<file path="src/rtl/frame_line_sequencer_if.sv">
// frame_line_sequencer_if
//  Groups the engine-side and line-buffer-side signals of the frame line
//  sequencer into one bundle.
//  Engine side : line_start (to engine), line_done, eng_we, eng_addr, eng_depth
//                (from engine).
//  Buffer side : buf_we, buf_addr {bank, x}, buf_data (write port into the
//                ping-pong line buffer), line_valid / line_y0 / line_y1
//                (per-bank ready flags and row numbers), line_release (from
//                the display consumer, one bit per bank).
//  Modports    : master = the sequencer, slave = engine plus consumer view.
interface frame_line_sequencer_if;
  logic        line_start;
  logic        line_done;
  logic        eng_we;
  logic [9:0]  eng_addr;
  logic [9:0]  eng_depth;
  logic        buf_we;
  logic [10:0] buf_addr;
  logic [9:0]  buf_data;
  logic [1:0]  line_valid;
  logic [8:0]  line_y0;
  logic [8:0]  line_y1;
  logic [1:0]  line_release;

  modport master (
    output line_start,
    input  line_done,
    input  eng_we,
    input  eng_addr,
    input  eng_depth,
    output buf_we,
    output buf_addr,
    output buf_data,
    output line_valid,
    output line_y0,
    output line_y1,
    input  line_release
  );

  modport slave (
    input  line_start,
    output line_done,
    output eng_we,
    output eng_addr,
    output eng_depth,
    input  buf_we,
    input  buf_addr,
    input  buf_data,
    input  line_valid,
    input  line_y0,
    input  line_y1,
    output line_release
  );
endinterface

</file>
<file path="src/rtl/frame_line_sequencer.sv">
// frame_line_sequencer
//  Frame-level scheduler for the Mandelbrot line engine. Issues one
//  line-start pulse per row, steers the engine's (x, depth) write stream into
//  one of two ping-pong line-buffer banks, marks finished banks as ready for
//  the display side and latches the view configuration once per frame.
//
//  Ports
//   clk, reset              clock and synchronous active-high reset
//   frame_req               request a new frame (accepted only when idle)
//   cfg_zoom / cfg_*_center live view configuration from the register block
//   zoom_q / *_center_q     frame-stable copies handed to the engine
//   cur_y                   row currently being computed
//   busy                    high whenever a frame is in progress
//   frame_done              one-cycle pulse once the last row's bank is filled
//   frame_cycles            (only with SEQ_PERF_CNT_EN) busy cycles of the
//                           current / most recent frame
//   bus                     engine + line-buffer bundle (master modport)
//
//  Build option: define SEQ_PERF_CNT_EN to add the frame_cycles counter.
module frame_line_sequencer #(
  parameter int SCREEN_WIDTH  = 640,
  parameter int SCREEN_HEIGHT = 480,
  parameter int WORD_LENGTH   = 32,
  parameter int ZOOM_W        = 16
) (
  input  logic                   clk,
  input  logic                   reset,
  input  logic                   frame_req,
  input  logic [ZOOM_W-1:0]      cfg_zoom,
  input  logic [WORD_LENGTH-1:0] cfg_real_center,
  input  logic [WORD_LENGTH-1:0] cfg_imag_center,
  output logic [ZOOM_W-1:0]      zoom_q,
  output logic [WORD_LENGTH-1:0] real_center_q,
  output logic [WORD_LENGTH-1:0] imag_center_q,
  output logic [8:0]             cur_y,
  output logic                   busy,
  output logic                   frame_done,
`ifdef SEQ_PERF_CNT_EN
  output logic [31:0]            frame_cycles,
`endif
  frame_line_sequencer_if.master bus
);

  localparam logic [8:0]             LAST_Y     = 9'(SCREEN_HEIGHT - 1);
  localparam logic [10:0]            X_LIMIT    = 11'(SCREEN_WIDTH);
  localparam logic [WORD_LENGTH-1:0] REAL_RESET = {2'b11, {(WORD_LENGTH-2){1'b0}}};

  typedef enum logic [2:0] {
    S_IDLE,
    S_ARM,
    S_WAIT_BUF,
    S_CALC,
    S_NEXT
  } state_t;

  state_t state;
  state_t state_nxt;

  logic       wr_bank;
  logic       line_done_prev;
  logic       done_rise;
  logic       accept;
  logic       last_line;
  logic [1:0] bank_set;

  assign done_rise = bus.line_done & ~line_done_prev;
  assign last_line = (cur_y == LAST_Y);
  assign busy      = (state != S_IDLE);

  // S_ARM lasts exactly one cycle, so gating it with the target bank being
  // free gives a single-cycle start pulse; a full bank diverts to S_WAIT_BUF.
  assign bus.line_start = (state == S_ARM) && !bus.line_valid[wr_bank];
  assign frame_done     = (state == S_NEXT) && last_line;

  // Bank that the current row just finished filling; only meaningful on the
  // line_done rising edge while calculating.
  assign bank_set = (state == S_CALC && done_rise) ?
                    (wr_bank ? 2'b10 : 2'b01) : 2'b00;

  // State register.
  always_ff @(posedge clk) begin
    if (reset) begin
      state <= S_IDLE;
    end else begin
      state <= state_nxt;
    end
  end

  // Next-state logic for the row sequencer.
  always_comb begin
    state_nxt = state;
    accept    = 1'b0;
    case (state)
      S_IDLE: begin
        if (frame_req) begin
          accept    = 1'b1;
          state_nxt = S_ARM;
        end
      end
      S_ARM: begin
        if (!bus.line_valid[wr_bank]) begin
          state_nxt = S_CALC;
        end else begin
          state_nxt = S_WAIT_BUF;
        end
      end
      S_WAIT_BUF: begin
        if (!bus.line_valid[wr_bank]) begin
          state_nxt = S_ARM;
        end
      end
      S_CALC: begin
        if (done_rise) begin
          state_nxt = S_NEXT;
        end
      end
      S_NEXT: begin
        if (last_line) begin
          state_nxt = S_IDLE;
        end else begin
          state_nxt = S_ARM;
        end
      end
      default: state_nxt = S_IDLE;
    endcase
  end

  // Frame configuration snapshot, row counter and bank selector. The view
  // config is only sampled on frame acceptance so the engine never sees a
  // zoom/centre change part way through a frame.
  always_ff @(posedge clk) begin
    if (reset) begin
      zoom_q        <= ZOOM_W'(1);
      real_center_q <= REAL_RESET;
      imag_center_q <= '0;
      cur_y         <= '0;
      wr_bank       <= 1'b0;
    end else if (accept) begin
      zoom_q        <= cfg_zoom;
      real_center_q <= cfg_real_center;
      imag_center_q <= cfg_imag_center;
      cur_y         <= '0;
      wr_bank       <= 1'b0;
    end else if (state == S_NEXT) begin
      if (last_line) begin
        cur_y <= '0;
      end else begin
        cur_y   <= cur_y + 9'd1;
        wr_bank <= ~wr_bank;
      end
    end
  end

  // Bank ready flags and their row numbers. Releases clear first and the
  // completion set is OR-ed in afterwards, so a release racing the fill of
  // the same bank loses and the freshly finished line is not thrown away.
  always_ff @(posedge clk) begin
    if (reset) begin
      bus.line_valid <= 2'b00;
      bus.line_y0    <= '0;
      bus.line_y1    <= '0;
      line_done_prev <= 1'b0;
    end else begin
      line_done_prev <= bus.line_done;
      bus.line_valid <= (bus.line_valid & ~bus.line_release) | bank_set;
      if (bank_set[0]) begin
        bus.line_y0 <= cur_y;
      end
      if (bank_set[1]) begin
        bus.line_y1 <= cur_y;
      end
    end
  end

  // Registered write forwarding into the line buffer. Writes outside a row
  // calculation, or with an x beyond the visible line, are dropped so the
  // buffer only ever holds data for the row that owns the bank.
  always_ff @(posedge clk) begin
    if (reset) begin
      bus.buf_we   <= 1'b0;
      bus.buf_addr <= '0;
      bus.buf_data <= '0;
    end else begin
      bus.buf_we <= 1'b0;
      if (state == S_CALC && bus.eng_we && ({1'b0, bus.eng_addr} < X_LIMIT)) begin
        bus.buf_we   <= 1'b1;
        bus.buf_addr <= {wr_bank, bus.eng_addr};
        bus.buf_data <= bus.eng_depth;
      end
    end
  end

`ifdef SEQ_PERF_CNT_EN
  // Frame length counter: restarts on acceptance, counts every busy cycle and
  // naturally holds once the FSM returns to idle after frame_done.
  always_ff @(posedge clk) begin
    if (reset) begin
      frame_cycles <= '0;
    end else if (accept) begin
      frame_cycles <= '0;
    end else if (busy) begin
      frame_cycles <= frame_cycles + 32'd1;
    end
  end
`endif

endmodule

</file>
<file path="src/flat_wrapper.sv">
// flat-port wrapper written by rule: the top's interface ports become plain ports
module frame_line_sequencer_flat 
#(
  parameter int SCREEN_WIDTH  = 640,
  parameter int SCREEN_HEIGHT = 480,
  parameter int WORD_LENGTH   = 32,
  parameter int ZOOM_W        = 16
)
  (clk, reset, frame_req, cfg_zoom, cfg_real_center, cfg_imag_center, zoom_q, real_center_q, imag_center_q, cur_y, busy, frame_done, bus_line_start, bus_line_done, bus_eng_we, bus_eng_addr, bus_eng_depth, bus_buf_we, bus_buf_addr, bus_buf_data, bus_line_valid, bus_line_y0, bus_line_y1, bus_line_release);
  frame_line_sequencer_if bus_i ();
  input  logic clk;
  input  logic reset;
  input  logic frame_req;
  input  logic [ZOOM_W-1:0] cfg_zoom;
  input  logic [WORD_LENGTH-1:0] cfg_real_center;
  input  logic [WORD_LENGTH-1:0] cfg_imag_center;
  output logic [ZOOM_W-1:0] zoom_q;
  output logic [WORD_LENGTH-1:0] real_center_q;
  output logic [WORD_LENGTH-1:0] imag_center_q;
  output logic [8:0] cur_y;
  output logic busy;
  output logic frame_done;
  output wire logic [$bits(bus_i.line_start)-1:0] bus_line_start;
  input wire logic [$bits(bus_i.line_done)-1:0] bus_line_done;
  input wire logic [$bits(bus_i.eng_we)-1:0] bus_eng_we;
  input wire logic [$bits(bus_i.eng_addr)-1:0] bus_eng_addr;
  input wire logic [$bits(bus_i.eng_depth)-1:0] bus_eng_depth;
  output wire logic [$bits(bus_i.buf_we)-1:0] bus_buf_we;
  output wire logic [$bits(bus_i.buf_addr)-1:0] bus_buf_addr;
  output wire logic [$bits(bus_i.buf_data)-1:0] bus_buf_data;
  output wire logic [$bits(bus_i.line_valid)-1:0] bus_line_valid;
  output wire logic [$bits(bus_i.line_y0)-1:0] bus_line_y0;
  output wire logic [$bits(bus_i.line_y1)-1:0] bus_line_y1;
  input wire logic [$bits(bus_i.line_release)-1:0] bus_line_release;
  assign bus_line_start = bus_i.line_start;
  assign bus_i.line_done = bus_line_done;
  assign bus_i.eng_we = bus_eng_we;
  assign bus_i.eng_addr = bus_eng_addr;
  assign bus_i.eng_depth = bus_eng_depth;
  assign bus_buf_we = bus_i.buf_we;
  assign bus_buf_addr = bus_i.buf_addr;
  assign bus_buf_data = bus_i.buf_data;
  assign bus_line_valid = bus_i.line_valid;
  assign bus_line_y0 = bus_i.line_y0;
  assign bus_line_y1 = bus_i.line_y1;
  assign bus_i.line_release = bus_line_release;
  frame_line_sequencer #(.SCREEN_WIDTH(SCREEN_WIDTH), .SCREEN_HEIGHT(SCREEN_HEIGHT), .WORD_LENGTH(WORD_LENGTH), .ZOOM_W(ZOOM_W)) u_core (.clk(clk), .reset(reset), .frame_req(frame_req), .cfg_zoom(cfg_zoom), .cfg_real_center(cfg_real_center), .cfg_imag_center(cfg_imag_center), .zoom_q(zoom_q), .real_center_q(real_center_q), .imag_center_q(imag_center_q), .cur_y(cur_y), .busy(busy), .frame_done(frame_done), .bus(bus_i));
endmodule
</file>
<file path="config.mk">
export PLATFORM = sky130hd
export DESIGN_NAME = frame_line_sequencer_flat
export DESIGN_NICKNAME = d
export VERILOG_FILES = /design/src/rtl/frame_line_sequencer_if.sv /design/src/rtl/frame_line_sequencer.sv /design/src/flat_wrapper.sv
export SDC_FILE = /design/constraint.sdc
export NUM_CORES = 1
export LEC_CHECK = 0
export CAP_MARGIN = 20
export CORE_AREA = 2 2 116 118
export CTS_CLUSTER_SIZE = 12
export DETAILED_ROUTE_END_ITERATION = 7
export DIE_AREA = 0 0 118 120
export MAX_ROUTING_LAYER = met4
export PLACE_DENSITY = 0.89
export SETUP_SLACK_MARGIN = 0.1
export SLEW_MARGIN = 15
export SYNTH_ARGS = -nofsm -noshare
export SYNTH_HDL_FRONTEND = slang
export SYNTH_SLANG_ARGS = --single-unit
export TNS_END_PERCENT = 1
</file>
<file path="constraint.sdc">
create_clock -name clk -period 1.8 [get_ports clk]
set_input_delay 0.27 -clock clk [delete_from_list [all_inputs] [get_ports clk]]
set_output_delay 0.27 -clock clk [all_outputs]
set_load 0.01 [all_outputs]
</file>
==> results of run 1 <==
placed cells by master (no fill, tap or decap), drive strengths merged, types with 2 or more instances in the layout:
| master | count |
|---|---|
| a211oi | 5 |
| a21oi | 83 |
| a311oi | 22 |
| a31o | 21 |
| and2 | 4 |
| and3 | 3 |
| and4 | 2 |
| buf | 53 |
| bufinv | 2 |
| clkbuf | 21 |
| clkdlybuf4s50 | 223 |
| clkinv | 8 |
| clkinvlp | 3 |
| dfxtp | 136 |
| dlygate4sd2 | 11 |
| dlymetal6s2s | 2 |
| inv | 24 |
| mux2i | 19 |
| nand2 | 194 |
| nand2b | 2 |
| nand3 | 7 |
| nand4b | 2 |
| nor2 | 2 |
| nor2b | 3 |
| nor3 | 2 |
| nor4b | 2 |
| nor4bb | 2 |
| o211ai | 2 |
| o21ai | 2 |
| o31ai | 3 |
| or3 | 2 |
| or4 | 2 |
final cells by class:
cell class                 count  area, µm²
fill                         888       3630
timing repair buffer         290       2880
multi-input combinational    403       2840
sequential                   136       2730
clock buffer                  20        467
tap                          176        220
clock inverter                12        125
inverter                      25       93.8
per-stage QoR:
stage / util [%] / TNS, ps
after global placement: 62.1 / -1340
after floorplan: - / 0
final: 72.1 / 0
after CTS: 69.3 / -75.5
after global routing: 72.1 / -160
after detailed placement: 62.1 / -3090
kinds of logic (layout without fill, tap and decap cells):
| family | after synthesis | in the layout | synth area share, % |
|---|---|---|---|
| and+or+nand+nor | 236 | 236 | 19.4 |
| AOI/OAI and AO/OA | 145 | 145 | 17.9 |
| DFF | 136 | 136 | 51.5 |
| buffers and inverters | 76 | 347 | 7.03 |
| muxes | 20 | 20 | 3.81 |
| adders and majority gates | 1 | 1 | 0.237 |
| xor gates and xnor gates | 1 | 1 | 0.166 |
worst reg2reg max path: cells and delay by family (launching register included):
kind | cells | cell delay, ps
simple gates | 2 | 760
buf+inv | 3 | 480
flops | 1 | 320
compound gates | 1 | 70
flip-flops by register name, summed over array words and instances, names as in the netlist, 2 cells and up:
signal                 flops
u_core.cur_y               9
u_core.zoom_q             16
u_core.bus.buf_addr       11
u_core.state               3
u_core.bus.buf_data       10
u_core.bus.line_valid      2
u_core.bus.line_y0         9
u_core.real_center_q      32
u_core.imag_center_q      32
u_core.bus.line_y1         9
metal layers:
layer | part of all wire [%] | track usage (%) | wire [µm] | vias up
met3 | 6.9 | 6.42 | 1330 | 46
met5 | 0 | - | 0 | -
met1 | 39 | 27.8 | 7460 | 2665
met4 | 3.0 | 11.0 | 569 | 0
met2 | 51 | 42.1 | 9910 | 248
li1 | - | - | - | 2631
final timing paths:
check | to | cells past startpoint
max | bus_line_start | 4
min | u_core.zoom_q[15]$_SDFFE_PP0P_ | 2
max reg2reg | u_core.real_center_q[24]$_SDFFE_PP0P_ | 6
min reg2reg | u_core.imag_center_q[27]$_SDFFE_PP0P_ | 2
power by group through the flow:
stage / clock network (mW) / logic, mW / registers, mW
2_1_floorplan: 0 / 0.374 / 3.32
3_3_place_gp: 0 / 1.03 / 3.26
3_5_place_dp: 0 / 1.05 / 3.27
4_1_cts: 3.49 / 1.15 / 3.23
5_1_grt: 3.63 / 1.36 / 3.26
6_report: 3.44 / 1.28 / 3.25
what timing repair did:
item / CTS / global route
cloned: 0 / 2
gates resized for setup: 120 / 87
pin swaps: 56 / 66
buffers inserted: 0 / 0
endpoints found under the setup margin: 37 / 99
==> out/metrics.csv, run 1 <==
metric,value,unit
status,completed,
Worst path top cell family by delay,flip-flops,
Max clock buf depth,2,
Clock Skew,5.69,ps
Hold WS,230,ps
ys async rst share,0,%
CP endpoint kind,primary output,
synthesized area,0.00528,mm²
vias in the first global route,5498,
clk root buf,clkbuf_16,
Pleak,3.59,nW
Buffers on Ports,240,
IO Count,241,
Worst EP arrival,1520,ps
Area growth syn-to-layout,77.0,%
"Seq/Total Area, Yosys",51.5,%
Int Pwr,5.95,mW
Synth Flop Type,dfxtp_1,
mean area per synthesized cell,8.59,µm²
RSZ-0062 raised after global routing,yes,
Die W,118,µm
sw frac,25.4,%
Seq pwr share,40.8,%
Synth cell types,49,
clock power share,43.1,%
R2R setup slack,20,ps
Worst Tran Pin Value,502,ps
die height,120,µm
ANT nets after route,0,
"CTS clk-pin slew, worst paths",60,ps
CP Launch Type,register,
Skew-Pair Late Insertion Delay,410,ps
Min-Delay Path Class,input port to register,
final instance area,0.00935,mm²
DP Worst Slack,-171,ps
Total GRT Usage,24.9,%
Power per Cell Area,853,mW/mm²
per-cell routed wire length,18.1,µm
"Max FO, Critical Path",2,
first-pass GRT wire length,27.4,mm
CTS buffer count,17,
Final Non-Filler Cells,1062,
die footprint,0.0142,mm²
Setup WS post-layout,10.7,ps
CP max-delay cell,dfxtp_2,
mean number of vias per cell,5.26,
Yosys top cell area share,51.5,%
max_slew headroom,66.5,%
final RePlAce weighted congestion,0.850,
# hold bufs at CTS,0,
placed cell count,1028,
initial cell density of the core,40.7,%
clock sinks,136,
combinational share of power,16.1,%
Design Power,7.98,mW
largest net degree at the start of global routing,86,
Final Hold Vio Count,0,
Rows,42,
Critical Path RT,1530,ps
Remaining DRCs,0,
Area contributors post-synth,"dfxtp_1, nand2_1, a21oi_1",
Final Cycle Share,99.4,%
# diodes,0,
most frequent cells after synthesis,"nand2_1, dfxtp_1, a21oi_1, clkbuf_1, inv_1",
synthesized instance count,615,
core area,0.0130,mm²
fmax,559,MHz
NetSw,2.03,mW
Post-synth EDFFs,0,
placed cell areas,0.00806,mm²
"flops & latches, synth",136,
detailed-placement wirelength estimate,11.8,mm
reg2reg start,u_core.state[0]$_SDFFE_PP0P_,
htree depth,4,
critical path buffer and inverter count,2,
count of final setup violators,0,
layout cell share with drive strength beyond 1,26.1,%
YS warnings,0,
GRT overflow,0,
final WL,19.3,mm
worst path cell trace,"mux2_4, nor4b_4, buf_4, buf_6",
initial antenna violation count,0,
Final Slew Violations,0,
Setup crit start,u_core.wr_bank$_SDFFE_PP0P_,
post-synth top area cell,dfxtp_1,
Total Nets Final,981,
vias post-DR,5590,
Syn Nets,723,
"count leader, synth",nand2_1,
Max Cap Violations,0,
WS Path Type,register to primary output,
worst vdd ir,0.600,mV
worst hold start,reset,
CTS tree,done,
fin crit period,1790,ps
TritonRoute pass-1 iters,5,
1st-iter DRT viols,309,
CP max stage delay,330,ps
Note: power is estimated with default switching activity, not from simulation.
==> run 2, diff against run 1 <==
- CORE_AREA: 2 2 116 118 -> 2 2 88 154
- DIE_AREA: 0 0 118 120 -> 0 0 90 156
- PLACE_DENSITY: 0.89 -> 0.9
==> run 2 against run 1 <==
Against the previous run:
- register-to-register slack better by 120 ps
- critical path type unchanged
- clock skew is 1.8 ps higher
- sequential power is 2% lower
- worst setup slack better by 16 ps
- final area is 6.4% lower
- global-route usage is 1.0 points lower
- wire length is 12% lower
- highest routed layer unchanged
==> out/metrics.csv, run 2 (synthesized netlist as in run 1, its figures left out) <==
metric,value,unit,change
per-cell routed wire length,16.1,µm,-11%
largest net degree at the start of global routing,82,,-4.7%
first-pass GRT wire length,26.0,mm,-4.9%
count of final setup violators,0,,unchanged
Total Nets Final,979,,-0.20%
Pleak,3.39,nW,-5.5%
Final Non-Filler Cells,1055,,-0.66%
Hold WS,152,ps,-78.1 ps
die footprint,0.0140,mm²,-0.85%
# fillers,972,,+9.5%
mean number of vias per cell,5.09,,-3.4%
Buffers on Ports,240,,unchanged
Min-Delay Path Class,input port to register,,
vias post-DR,5367,,-4.0%
fin crit period,1770,ps,-16.3 ps
wire length on met3,825,µm,-38%
WS Path Type,register to primary output,,
Area growth syn-to-layout,65.6,%,
layout cell share with drive strength beyond 1,13.3,%,-13 points
"Max FO, Critical Path",2,,unchanged
Worst Tran Pin Value,434,ps,-68.1 ps
Skew-Pair Late Insertion Delay,410,ps,about the same
Die W,90,µm,-24%
DP Worst Slack,-49.7,ps,+121 ps
Final Hold Vio Count,0,,unchanged
CP endpoint kind,primary output,,
CTS tree,done,,
worst vdd ir,0.634,mV,+5.7%
Clock Skew,7.48,ps,+1.79 ps
wl on met1,6.57,mm,-12%
max_slew headroom,70.7,%,+4.1 points
most frequent cells in the layout,"clkdlybuf4s50_1, nand2_1, dfxtp_1",,
final WL,17.0,mm,-12%
status,completed,,
core area,0.0128,mm²,-1.4%
Rows,55,,+31%
vias in the first global route,5075,,-7.7%
clock sinks,136,,unchanged
Post-Route Setup TNS,0,ps,unchanged
1st-iter DRT viols,210,,-32%
placed cell areas,0.00807,mm²,about the same
CTS buffer count,17,,unchanged
initial antenna violation count,0,,unchanged
Total GRT Usage,23.9,%,-1.0 points
ANT nets after route,0,,unchanged
Power per Cell Area,890,mW/mm²,+4.4%
Final Cycle Share,98.5,%,-0.91 points
Setup WS post-layout,27.1,ps,+16.3 ps
htree depth,4,,unchanged
# diodes,0,,unchanged
RSZ-0062 raised after global routing,yes,,
GRT overflow,0,,unchanged
final RePlAce weighted congestion,0.874,,+2.8%
Remaining DRCs,0,,unchanged
Worst EP arrival,1500,ps,-20 ps
fmax,564,MHz,+0.92%
Max clock buf depth,2,,unchanged
placed cell count,1019,,-0.88%
clk root buf,clkbuf_16,,
top sig layer,met4,,
initial cell density of the core,41.3,%,+0.57 points
IO Count,241,,unchanged
Max Cap Violations,0,,unchanged
final instance area,0.00875,mm²,-6.4%
Final Slew Violations,0,,unchanged
metal2 WL,9.20,mm,-7.2%
die height,156,µm,+30%
"commonest non-fill, non-tap cell in the layout",clkdlybuf4s50_1,,
"CTS clk-pin slew, worst paths",60,ps,about the same
largest registers,"u_core.imag_center_q x32, u_core.real_center_q x32, u_core.zoom_q x16",,
detailed-placement wirelength estimate,12.3,mm,+4.9%
TritonRoute pass-1 iters,4,,-1
CP Launch Type,register,,
Critical Path RT,1530,ps,about the same
run 2: cell count changes in the layout (fill, tap and decap cells not counted), moves of 6 or more:
cell,delta
dlygate4sd2_1,-10
a21oi_2,-42
nand2_4,-49
nand2_2,-10
dlymetal6s2s_1,+6
nand2_1,+60
a21oi_1,+42
run 2: per-stage QoR:
| step | power [mW] | utilization, % |
|---|---|---|
| floorplan | 3.70 | - |
| global placement | 4.31 | 63.0 |
| detailed placement | 4.34 | 63.0 |
| CTS | 7.86 | 68.0 |
| global route | 8.09 | 68.4 |
| finish | 7.79 | 68.4 |
run 2: cell type report:
cell class	count	area, µm²	share of cell area (%)
flip-flops and latches	136	2730	31.2
inverters	25	93.8	1.07
clock buffers	21	450	5.15
multi-input cells	403	2250	25.7
clock inverters	11	148	1.69
well taps	171	214	2.44
repair buffers	288	2870	32.8
run 2: metal layers:
| layer | vias to the layer above | track usage (%) |
|---|---|---|
| met1 | 2521 | 24.9 |
| met5 | - | - |
| li1 | 2610 | - |
| met4 | 0 | 9.45 |
| met2 | 199 | 43.3 |
| met3 | 37 | 5.46 |
run 2: power breakdown:
group | internal, mW | leakage, nW | total, mW | switching [mW]
Clock | 2.22 | 0.280 | 3.52 | 1.30
Combinational | 0.589 | 2.01 | 1.07 | 0.481
Sequential | 3.14 | 1.11 | 3.20 | 0.0610
run 2: final timing paths:
path                                         from                              endpoint  slack (ps)  cells after the start
max                  u_core.state[0]$_SDFFE_PP0P_                            frame_done          30                      3
min                                         reset   u_core.bus.line_valid[0]$_SDFF_PP0_         150                      2
max reg2reg          u_core.state[0]$_SDFFE_PP0P_          u_core.cur_y[6]$_SDFFE_PP0P_         140                      4
min reg2reg  u_core.imag_center_q[4]$_SDFFE_PP0P_  u_core.imag_center_q[4]$_SDFFE_PP0P_         450                      2
run 2: worst max-delay path: stages (launching register included):
cell and delay (ps):
dfxtp_1 310, or3b_4 410, nor3_4 210, buf_2 170
run 2: what timing repair did:
| action | 4_1_cts | 5_1_grt |
|---|---|---|
| hold buffers | 0 | 0 |
| gates resized for setup | 21 | 13 |
| buffers inserted | 2 | 2 |
| cloned | 0 | 0 |
| pin swaps | 3 | 3 |
| endpoints found under the setup margin | 11 | 12 |
==> run 3, diff against run 2 <==
- CORE_AREA: 2 2 88 154 -> 2 2 87 152
- CTS_BUF_LIST: default -> sky130_fd_sc_hd__clkbuf_8
- DIE_AREA: 0 0 90 156 -> 0 0 89 154
- PLACE_DENSITY: 0.9 -> 0.92
==> run 3 against run 2 <==
Against the previous run:
- critical path depth is the same
- via count grew 0.76%
- fmax grew 1.4%
- sequential power is essentially flat
- largest power group is now sequential cells
==> out/metrics.csv, run 3 (synthesized netlist as in run 1, its figures left out) <==
metric,value,unit,change
largest registers,"u_core.imag_center_q x32, u_core.real_center_q x32, u_core.zoom_q x16",,
final WL,17.4,mm,+2.1%
register area,0.00273,mm²,about the same
initial cell density of the core,42.5,%,+1.2 points
Hold WS,116,ps,-36.7 ps
Worst Tran Pin Value,370,ps,-64.6 ps
combinational share of power,15.3,%,+1.6 points
final instance area,0.00849,mm²,-2.9%
worst path cell trace,"or3b_4, nor3_4, buf_2",,
RSZ-0062 raised after global routing,yes,,
clock power share,38.7,%,-6.5 points
clock sinks,136,,unchanged
Final Hold Vio Count,0,,unchanged
CTS buffer count,17,,unchanged
Min-Delay Path Class,input port to register,,
Die W,89,µm,-1.1%
mean number of vias per cell,5.17,,+1.6%
Power per Cell Area,818,mW/mm²,-8.1%
fin crit period,1750,ps,-24.2 ps
R2R setup slack,130,ps,about the same
"commonest non-fill, non-tap cell in the layout",clkdlybuf4s50_1,,
GRT overflow,0,,unchanged
final RePlAce weighted congestion,0.874,,about the same
critical path buffer and inverter count,1,,unchanged
sw frac,26.4,%,+2.7 points
Total GRT Usage,25.8,%,+1.9 points
Total Nets Final,973,,-0.61%
most frequent cells in the layout,"clkdlybuf4s50_1, nand2_1, dfxtp_1",,
Seq pwr share,46.0,%,+4.9 points
CP max stage delay,410,ps,about the same
IO Count,241,,unchanged
NetSw,1.83,mW,-0.85%
Final Slew Violations,0,,unchanged
1st-iter DRT viols,247,,+18%
Clock Skew,12.2,ps,+4.72 ps
core area,0.0124,mm²,-2.9%
Area growth syn-to-layout,60.7,%,
# fillers,965,,-0.72%
vias in the first global route,5398,,+6.4%
Max clock buf depth,2,,unchanged
CP max-delay cell,or3b_4,,
CP endpoint kind,primary output,,
WS Path Type,register to primary output,,
status,completed,,
Final Cycle Share,97.2,%,-1.3 points
per-cell routed wire length,16.6,µm,+3.0%
CP Launch Type,register,,
Pleak,3.22,nW,-5.2%
Rows,54,,-1.8%
clk root buf,clkbuf_8,,
Critical Path RT,1530,ps,about the same
"CTS clk-pin slew, worst paths",80,ps,+20 ps
Skew-Pair Late Insertion Delay,440,ps,+30 ps
ANT nets after route,0,,unchanged
htree depth,4,,unchanged
# hold bufs at CTS,0,,unchanged
initial antenna violation count,0,,unchanged
worst vdd ir,0.449,mV,-29%
die footprint,0.0137,mm²,-2.4%
Worst EP arrival,1480,ps,-20 ps
Int Pwr,5.12,mW,-14%
placed cell areas,0.00799,mm²,-0.93%
CTS tree,done,,
Worst path top cell family by delay,simple AND/OR/NAND/NOR gates,,
Buffers on Ports,240,,unchanged
layout cell share with drive strength beyond 1,13.1,%,-0.25 points
largest net degree at the start of global routing,42,,-49%
first-pass GRT wire length,26.6,mm,+2.0%
"Max FO, Critical Path",2,,unchanged
TritonRoute pass-1 iters,6,,+2
area of the multi-input gates,0.00225,mm²,unchanged
Remaining DRCs,0,,unchanged
detailed-placement wirelength estimate,12.5,mm,+1.1%
# diodes,0,,unchanged
fmax,572,MHz,+1.4%
die height,154,µm,-1.3%
count of final setup violators,0,,unchanged
Post-Route Setup TNS,0,ps,unchanged
vias post-DR,5408,,+0.76%
Max Cap Violations,0,,unchanged
max_slew headroom,74.7,%,+4.1 points
-- run 3: worst paths after layout --
kind                                         startpoint                                    end  cells past startpoint
setup / recovery           u_core.state[2]$_SDFFE_PP0P_                             frame_done                      3
setup reg to reg           u_core.cur_y[1]$_SDFFE_PP0P_           u_core.cur_y[6]$_SDFFE_PP0P_                      6
hold reg to reg   u_core.real_center_q[16]$_SDFFE_PP0P_  u_core.real_center_q[16]$_SDFFE_PP0P_                      2
hold / removal                                    reset       u_core.line_done_prev$_SDFF_PP0_                      2
-- run 3: stage by stage --
step | instances | setup WS (ps) | util, % | total power, mW
final | 1046 | 51.2 | 68.3 | 6.95
after global routing | 1046 | -54.6 | 68.3 | 7.25
after CTS | 1045 | -7.83 | 68.2 | 7.01
after detailed placement | 1012 | -234 | 64.3 | 4.30
after global placement | 1012 | -189 | 64.3 | 4.27
after floorplan | 615 | 155 | - | 3.70
-- run 3: power by group through the flow --
stage	combinational (mW)	sequential, mW	clock (mW)
2_1_floorplan	0.374	3.32	0
5_1_grt	1.14	3.21	2.89
4_1_cts	1.06	3.20	2.75
3_3_place_gp	1.01	3.26	0
3_5_place_dp	1.03	3.27	0
6_report	1.06	3.20	2.69
-- run 3: cell type report --
type	instances	share of cell area (%)
Sequential cell	136	32.1
Tap cell	168	2.47
Multi-Input combinational cell	403	26.5
Timing Repair Buffer	282	32.8
Clock inverter	15	2.27
Clock buffer	17	2.75
Inverter	25	1.10
-- run 3: worst reg2reg max path: cells and delay by family, from the launching register on --
| family | cells | cell delay [ps] |
|---|---|---|
| AOI/OAI and AO/OA | 1 | 200 |
| and+or+nand+nor | 2 | 570 |
| adders and majority gates | 1 | 140 |
| buffers and inverters | 2 | 330 |
| DFF | 1 | 360 |
-- run 3: repair_timing --
item / 4_1_cts / 5_1_grt
buffers inserted: 0 / 1
resized for setup: 36 / 5
gates cloned: 1 / 0
setup endpoints to repair: 95 / 8
pin swaps: 3 / 1
-- run 3: per-layer routing --
layer / part of all wire, % / up-vias / global-route usage, %
met5: 0 / - / -
met4: 5.3 / 0 / 15.2
met3: 6.8 / 70 / 6.82
met2: 52 / 239 / 44.0
met1: 36 / 2504 / 25.5
li1: - / 2595 / -
